## config.mk

```make
export PLATFORM = sky130hd
export DESIGN_NAME = alu_issue_ctrl_flat
export DESIGN_NICKNAME = d
export VERILOG_FILES = /design/src/rtl/alu_issue_ctrl_if.sv /design/src/rtl/alu_issue_ctrl.sv /design/src/flat_wrapper.sv
export SDC_FILE = /design/constraint.sdc
export NUM_CORES = 1
export LEC_CHECK = 0
export ABC_AREA = 1
export BUFFER_PORTS_ARGS = -buffer_cell sky130_fd_sc_hd__buf_2
export CAP_MARGIN = 20
export CORE_UTILIZATION = 49
export DETAILED_ROUTE_END_ITERATION = 10
export PLACE_DENSITY = 0.75
export SYNTH_ARGS = -nofsm -noshare
export SYNTH_HDL_FRONTEND = slang
export SYNTH_SLANG_ARGS = --single-unit
```

## constraint.sdc

```tcl
create_clock -name clk -period 5.8 [get_ports clk]
set_input_delay 1.45 -clock clk [delete_from_list [all_inputs] [get_ports clk]]
set_output_delay 1.45 -clock clk [all_outputs]
set_load 0.05 [all_outputs]
```

## src/rtl/alu_issue_ctrl_if.sv

```systemverilog
// Instruction handshake between the fetch stage and alu_issue_ctrl.
// master = instruction source, slave = issue controller.
interface alu_issue_ctrl_if;
    logic        instr_valid;
    logic        instr_ready;
    logic [15:0] instr;

    modport master (output instr_valid, output instr, input instr_ready);
    modport slave  (input instr_valid, input instr, output instr_ready);
endinterface

```

## src/rtl/alu_issue_ctrl.sv

```systemverilog
// alu_issue_ctrl: issue front end for the 8-bit combinational alu.
// Decodes 16-bit instructions, feeds registered operands from a 16x8
// register file to the alu, and writes the result back.
// Optional: define ALU_ISSUE_ZFLAG_EN to add the registered "zero" output.
//
// state     | meaning
// ----------+---------------------------------------------------------
// st_idle   | ready for an instruction; accept decodes and loads alu_*
// st_exec   | alu operands stable; result captured at the next edge
// st_done   | done pulse (result/err valid), then back to st_idle
module alu_issue_ctrl #(
    parameter int NREGS = 16,
    parameter int DW    = 8
) (
    input  logic            clk,
    input  logic            rst,
    alu_issue_ctrl_if.slave ifc,
    output logic [DW-1:0]   alu_a,
    output logic [DW-1:0]   alu_b,
    output logic [2:0]      alu_ctrl,
    output logic            alu_flag,
    input  logic [DW-1:0]   alu_out,
    output logic            done,
    output logic            err,
    output logic [DW-1:0]   result,
    input  logic [3:0]      dbg_addr,
    output logic [DW-1:0]   dbg_data
`ifdef ALU_ISSUE_ZFLAG_EN
    ,
    output logic            zero
`endif
);

    localparam logic [1:0] st_idle = 2'd0;
    localparam logic [1:0] st_exec = 2'd1;
    localparam logic [1:0] st_done = 2'd2;

    logic [1:0]    st;
    logic [DW-1:0] rf [NREGS];
    logic [3:0]    rd_q;

    logic [3:0]    op, rd, rs1, rs2;
    logic [DW-1:0] imm8;
    logic [DW-1:0] rs1_val, rs2_val;
    logic [2:0]    dec_ctrl;
    logic          dec_flag;
    logic          dec_alu;
    logic          dec_li;
    logic          accept;

    logic          rf_we;
    logic [3:0]    rf_waddr;
    logic [DW-1:0] rf_wdata;

    assign op   = ifc.instr[15:12];
    assign rd   = ifc.instr[11:8];
    assign rs1  = ifc.instr[7:4];
    assign rs2  = ifc.instr[3:0];
    assign imm8 = ifc.instr[7:0];

    // r0 is hard-wired to zero on every read path
    assign rs1_val  = (rs1 == 4'd0)      ? '0 : rf[rs1];
    assign rs2_val  = (rs2 == 4'd0)      ? '0 : rf[rs2];
    assign dbg_data = (dbg_addr == 4'd0) ? '0 : rf[dbg_addr];

    // Ready only in idle and never while reset is being applied
    assign ifc.instr_ready = (st == st_idle) && !rst;
    assign accept          = ifc.instr_valid && ifc.instr_ready;

    // Opcode decode to alu ctrl/flag; anything not alu or LI is illegal
    always_comb begin
        dec_ctrl = 3'b000;
        dec_flag = 1'b0;
        dec_alu  = 1'b0;
        dec_li   = 1'b0;
        case (op)
            4'h0: begin dec_ctrl = 3'b000; dec_flag = 1'b0; dec_alu = 1'b1; end
            4'h1: begin dec_ctrl = 3'b000; dec_flag = 1'b1; dec_alu = 1'b1; end
            4'h2: begin dec_ctrl = 3'b001; dec_flag = 1'b0; dec_alu = 1'b1; end
            4'h3: begin dec_ctrl = 3'b001; dec_flag = 1'b1; dec_alu = 1'b1; end
            4'h4: begin dec_ctrl = 3'b010; dec_flag = 1'b0; dec_alu = 1'b1; end
            4'h5: begin dec_ctrl = 3'b011; dec_flag = 1'b1; dec_alu = 1'b1; end
            4'h6: begin dec_ctrl = 3'b011; dec_flag = 1'b0; dec_alu = 1'b1; end
            4'h7: begin dec_ctrl = 3'b100; dec_flag = 1'b0; dec_alu = 1'b1; end
            4'h8: dec_li = 1'b1;
            default: ;
        endcase
    end

    // Register-file write port: LI at accept, alu result at end of exec
    always_comb begin
        rf_we    = 1'b0;
        rf_waddr = rd_q;
        rf_wdata = alu_out;
        if ((st == st_idle) && accept && dec_li) begin
            rf_we    = 1'b1;
            rf_waddr = rd;
            rf_wdata = imm8;
        end else if (st == st_exec) begin
            rf_we = 1'b1;
        end
        if (rf_waddr == 4'd0) begin
            rf_we = 1'b0;
        end
    end

    // Register file storage
    always_ff @(posedge clk) begin
        if (rst) begin
            for (int i = 0; i < NREGS; i++) begin
                rf[i] <= '0;
            end
        end else if (rf_we) begin
            rf[rf_waddr] <= rf_wdata;
        end
    end

    // Issue FSM, alu operand registers and retire outputs
    always_ff @(posedge clk) begin
        if (rst) begin
            st       <= st_idle;
            rd_q     <= 4'd0;
            alu_a    <= '0;
            alu_b    <= '0;
            alu_ctrl <= 3'b000;
            alu_flag <= 1'b0;
            done     <= 1'b0;
            err      <= 1'b0;
            result   <= '0;
`ifdef ALU_ISSUE_ZFLAG_EN
            zero     <= 1'b0;
`endif
        end else begin
            case (st)
                st_idle: begin
                    if (accept) begin
                        rd_q <= rd;
                        if (dec_alu) begin
                            alu_a    <= rs1_val;
                            alu_b    <= rs2_val;
                            alu_ctrl <= dec_ctrl;
                            alu_flag <= dec_flag;
                            st       <= st_exec;
                        end else if (dec_li) begin
                            result <= imm8;
                            err    <= 1'b0;
                            done   <= 1'b1;
`ifdef ALU_ISSUE_ZFLAG_EN
                            zero   <= (imm8 == '0);
`endif
                            st     <= st_done;
                        end else begin
                            result <= '0;
                            err    <= 1'b1;
                            done   <= 1'b1;
`ifdef ALU_ISSUE_ZFLAG_EN
                            zero   <= 1'b1;
`endif
                            st     <= st_done;
                        end
                    end
                end
                st_exec: begin
                    result <= alu_out;
                    err    <= 1'b0;
                    done   <= 1'b1;
`ifdef ALU_ISSUE_ZFLAG_EN
                    zero   <= (alu_out == '0);
`endif
                    st     <= st_done;
                end
                st_done: begin
                    done <= 1'b0;
                    err  <= 1'b0;
                    st   <= st_idle;
                end
                default: st <= st_idle;
            endcase
        end
    end

endmodule

```

## src/flat_wrapper.sv

```systemverilog
// flat-port wrapper written by rule: the top's interface ports become plain ports
module alu_issue_ctrl_flat 
#(
    parameter int NREGS = 16,
    parameter int DW    = 8
)
  (clk, rst, alu_a, alu_b, alu_ctrl, alu_flag, alu_out, done, err, result, dbg_addr, dbg_data, ifc_instr_valid, ifc_instr, ifc_instr_ready);
  alu_issue_ctrl_if ifc_i ();
  input  logic clk;
  input  logic rst;
  output logic [DW-1:0] alu_a;
  output logic [DW-1:0] alu_b;
  output logic [2:0] alu_ctrl;
  output logic alu_flag;
  input  logic [DW-1:0] alu_out;
  output logic done;
  output logic err;
  output logic [DW-1:0] result;
  input  logic [3:0] dbg_addr;
  output logic [DW-1:0] dbg_data;
  input wire logic [$bits(ifc_i.instr_valid)-1:0] ifc_instr_valid;
  input wire logic [$bits(ifc_i.instr)-1:0] ifc_instr;
  output wire logic [$bits(ifc_i.instr_ready)-1:0] ifc_instr_ready;
  assign ifc_i.instr_valid = ifc_instr_valid;
  assign ifc_i.instr = ifc_instr;
  assign ifc_instr_ready = ifc_i.instr_ready;
  alu_issue_ctrl #(.NREGS(NREGS), .DW(DW)) u_core (.clk(clk), .rst(rst), .ifc(ifc_i), .alu_a(alu_a), .alu_b(alu_b), .alu_ctrl(alu_ctrl), .alu_flag(alu_flag), .alu_out(alu_out), .done(done), .err(err), .result(result), .dbg_addr(dbg_addr), .dbg_data(dbg_data));
endmodule
```

==> out/results.ini <==
[clocking]
cts_buffers=17
cts-resized-gates=0
cts_setup_buffers=0
h-tree-depth=4
clkSinkCount=164
holdBufCountCts=0
clkTransAtPathRegs_ns=0.06
cts_tree=done
clk_latency_ns=0.44
clock_tree.root_cell=clkbuf_16
clockBufferDepth=2

[timing]
max_freq_mhz=198
tns_ns=0
setup_viol=0
rsz0062_at_grt=no
setup_ws_ns=0.740
timing.hold.ws_ns=0.462
hold_viol_final=0
tightest_slew_ns=1.19
fin_crit_sh=0.872
relSlewSlack=0.209
min_period_ns=5.06
skew_ns=0.0126
slew_viol_final=0

[status]
status=complete, no violations

[setup_path]
critPathMaxFanout=64
endpoint_kind=output pin
critPathRequiredTime_ns=4.35
crit_start=dbg_addr[0]
crit_end=dbg_data[5]
cp-start-kind=input pin
reg2reg_depth=8
r2r-start=u_core.st[0]$_SDFFE_PP0N_
worstReg2RegEnd=u_core.rf[2][6]$_SDFFCE_PN0P_
crit_type=in2out
arrival_ns=3.61
r2r_setup_slack_ns=2.48

[global_route]
grt_usage=0.329
overflow=0
first_global_vias=9115
grt_pass1_wl_um=53100
antenna_found_initial=0
grt_max_degree=72

[yosys]
synth-seq-cells=164
ys_seq_area_frac=0.443
synth_cell_types=34
dominantRegCellSynth=edfxtp_1
synth_edf_count=128
syn_area_sq_um=10300
netlist_instances=1468
postSynthAreaPerCell_sq_um=7.02
synth_warnings=0
ys_async_sr_fraction=0

[floorplan]
boundaryPins=70
die_area_sq_um=21600
initial_core_util=0.504
row_count=52
fp.dieW_um=147
die_h_um=147
core-area_sq_um=20400

[placement]
place.gp.congestion=0.999
io_buffers=69
dp_hpwl_um=24100
pre_cts_ws_ns=0.868

[power]
power_w=0.00316
p_leak_nw=5.23
p_per_area_nw_per_um2=278
peakVddDrop_v=0.000148

[detailed_routing]
wire_per_inst_um=19.9
first_pass_iters=5
drtAntennaViolNets=0
viasPerCell=5.81
vias=10300
wl_um=35200
drcViolationCount=0
drtIter0Drc=1480

[finish]
layout.nets=1524
n_antenna_cell=0
areaGrowthSynthToFinish_pct=10.5
drive_gt1_frac=0.108

[job]
drv_cap=0

[worst_hold_path]
min_path_type=reg2reg

[cell type report]
cell class              count  area [sq um]
multi-input cells        1051          4780
inverters                 172           647
clock inverters            15           178
repair buffers             84           458
clock buffers              17           425
fillers                  1970          9040
well taps                 270           338
flip-flops and latches    164          4560
[synthesized netlist by cell type (2+ instances only)]
library cell,count,share of area
a21oi_1,102,0.050
a31oi_1,9,0.0055
a31oi_4,2,0.0041
buf_1,8,0.0029
buf_2,21,0.010
clkbuf_1,58,0.021
clkinv_1,4,0.0015
dfxtp_1,36,0.070
edfxtp_1,128,0.37
ha_1,3,0.0036
inv_1,162,0.059
inv_2,5,0.0018
mux2i_1,2,0.0019
nand2_1,437,0.16
nand2_2,9,0.0055
nand2_4,7,0.0076
nand3_1,193,0.094
nand3_2,2,0.0019
nand3b_1,2,0.0015
nor2_1,155,0.056
nor2_2,2,0.0012
nor2_4,8,0.0087
o211ai_1,7,0.0051
o21ai_0,88,0.043
o21ai_1,7,0.0034
o21ai_2,3,0.0026
[routing by layer]
layer / global-route usage / vias up / wire [um]
met5: 0 / - / 0
met4: 0.174 / 0 / 1700
met3: 0.0596 / 105 / 4340
met2: 0.488 / 763 / 15100
met1: 0.458 / 4649 / 14000
li1: - / 4790 / -
[registers in the layout (all words and copies together), names as in the netlist]
signal and flops:
u_core.result 8, u_core.done 1, u_core.alu_flag 1, u_core.alu_a 8
u_core.rf 128, u_core.err 1, u_core.rd_q 4, u_core.alu_b 8
u_core.st 2, u_core.alu_ctrl 3
[cells in the final DEF (no fill, tap or decap), drive strengths merged, types with 2 or more instances in the layout]
| master | n |
|---|---|
| o211ai | 7 |
| nand3 | 195 |
| inv | 172 |
| nand3b | 2 |
| edfxtp | 128 |
| bufinv | 3 |
| mux2i | 2 |
| a31oi | 11 |
| nor2 | 165 |
| nand2 | 453 |
| o21ai | 99 |
| clkinvlp | 4 |
| conb | 8 |
| clkinv | 8 |
| buf | 84 |
| clkbuf | 17 |
| ha | 3 |
| a21oi | 102 |
| dfxtp | 36 |
[cells by family (layout without fill, tap and decap cells)]
kind of cell / Yosys count / in the layout / synth area share
and+or+nand+nor: 818 / 818 / 0.338
adders and majority gates: 3 / 3 / 0.00364
buffers and inverters: 260 / 288 / 0.0981
muxes: 2 / 2 / 0.00194
AOI/OAI and AO/OA: 220 / 220 / 0.115
DFF: 164 / 164 / 0.443
other: 1 / 8 / 0.000364
[worst min path at each step]
stage / from / end / slack [ns] / depth (start not counted)
2_1_floorplan: u_core.rd_q[2]$_SDFFE_PP0N_ / u_core.rd_q[2]$_SDFFE_PP0N_ / 0.45 / 2
3_3_place_gp: u_core.alu_ctrl[2]$_SDFFE_PP0P_ / u_core.alu_ctrl[2]$_SDFFE_PP0P_ / 0.45 / 2
3_5_place_dp: u_core.alu_ctrl[1]$_SDFFE_PP0P_ / u_core.alu_ctrl[1]$_SDFFE_PP0P_ / 0.45 / 2
4_1_cts: u_core.alu_ctrl[1]$_SDFFE_PP0P_ / u_core.alu_ctrl[1]$_SDFFE_PP0P_ / 0.46 / 2
5_1_grt: u_core.alu_b[0]$_SDFFE_PP0P_ / u_core.alu_b[0]$_SDFFE_PP0P_ / 0.49 / 2
6_report: u_core.alu_ctrl[1]$_SDFFE_PP0P_ / u_core.alu_ctrl[1]$_SDFFE_PP0P_ / 0.46 / 2
[metrics by stage]
stage                     area, sq um   util  instances
after global placement          10800  0.528       1741
after detailed placement        10800  0.528       1741
after floorplan                 10300      -       1475
after global routing            11400  0.557       1773
final                           11400  0.557       1773
after CTS                       11400  0.557       1773
[power by group]
group          total, W  internal, W  switching, W
registers       0.00136      0.00132     0.0000365
logic          0.000606     0.000146      0.000461
clock network   0.00120     0.000681      0.000515
[critical path, cell delays in order]
cell and delay (ns):
buf_2 0.41, inv_2 0.51, a21oi_1 0.24, o21ai_0 0.10, nand2_1 0.09, nand2_1 0.05
nand2_1 0.09, inv_1 0.04, a21oi_1 0.26, buf_2 0.33
No activity file was read; power rests on OpenSTA's default activity.
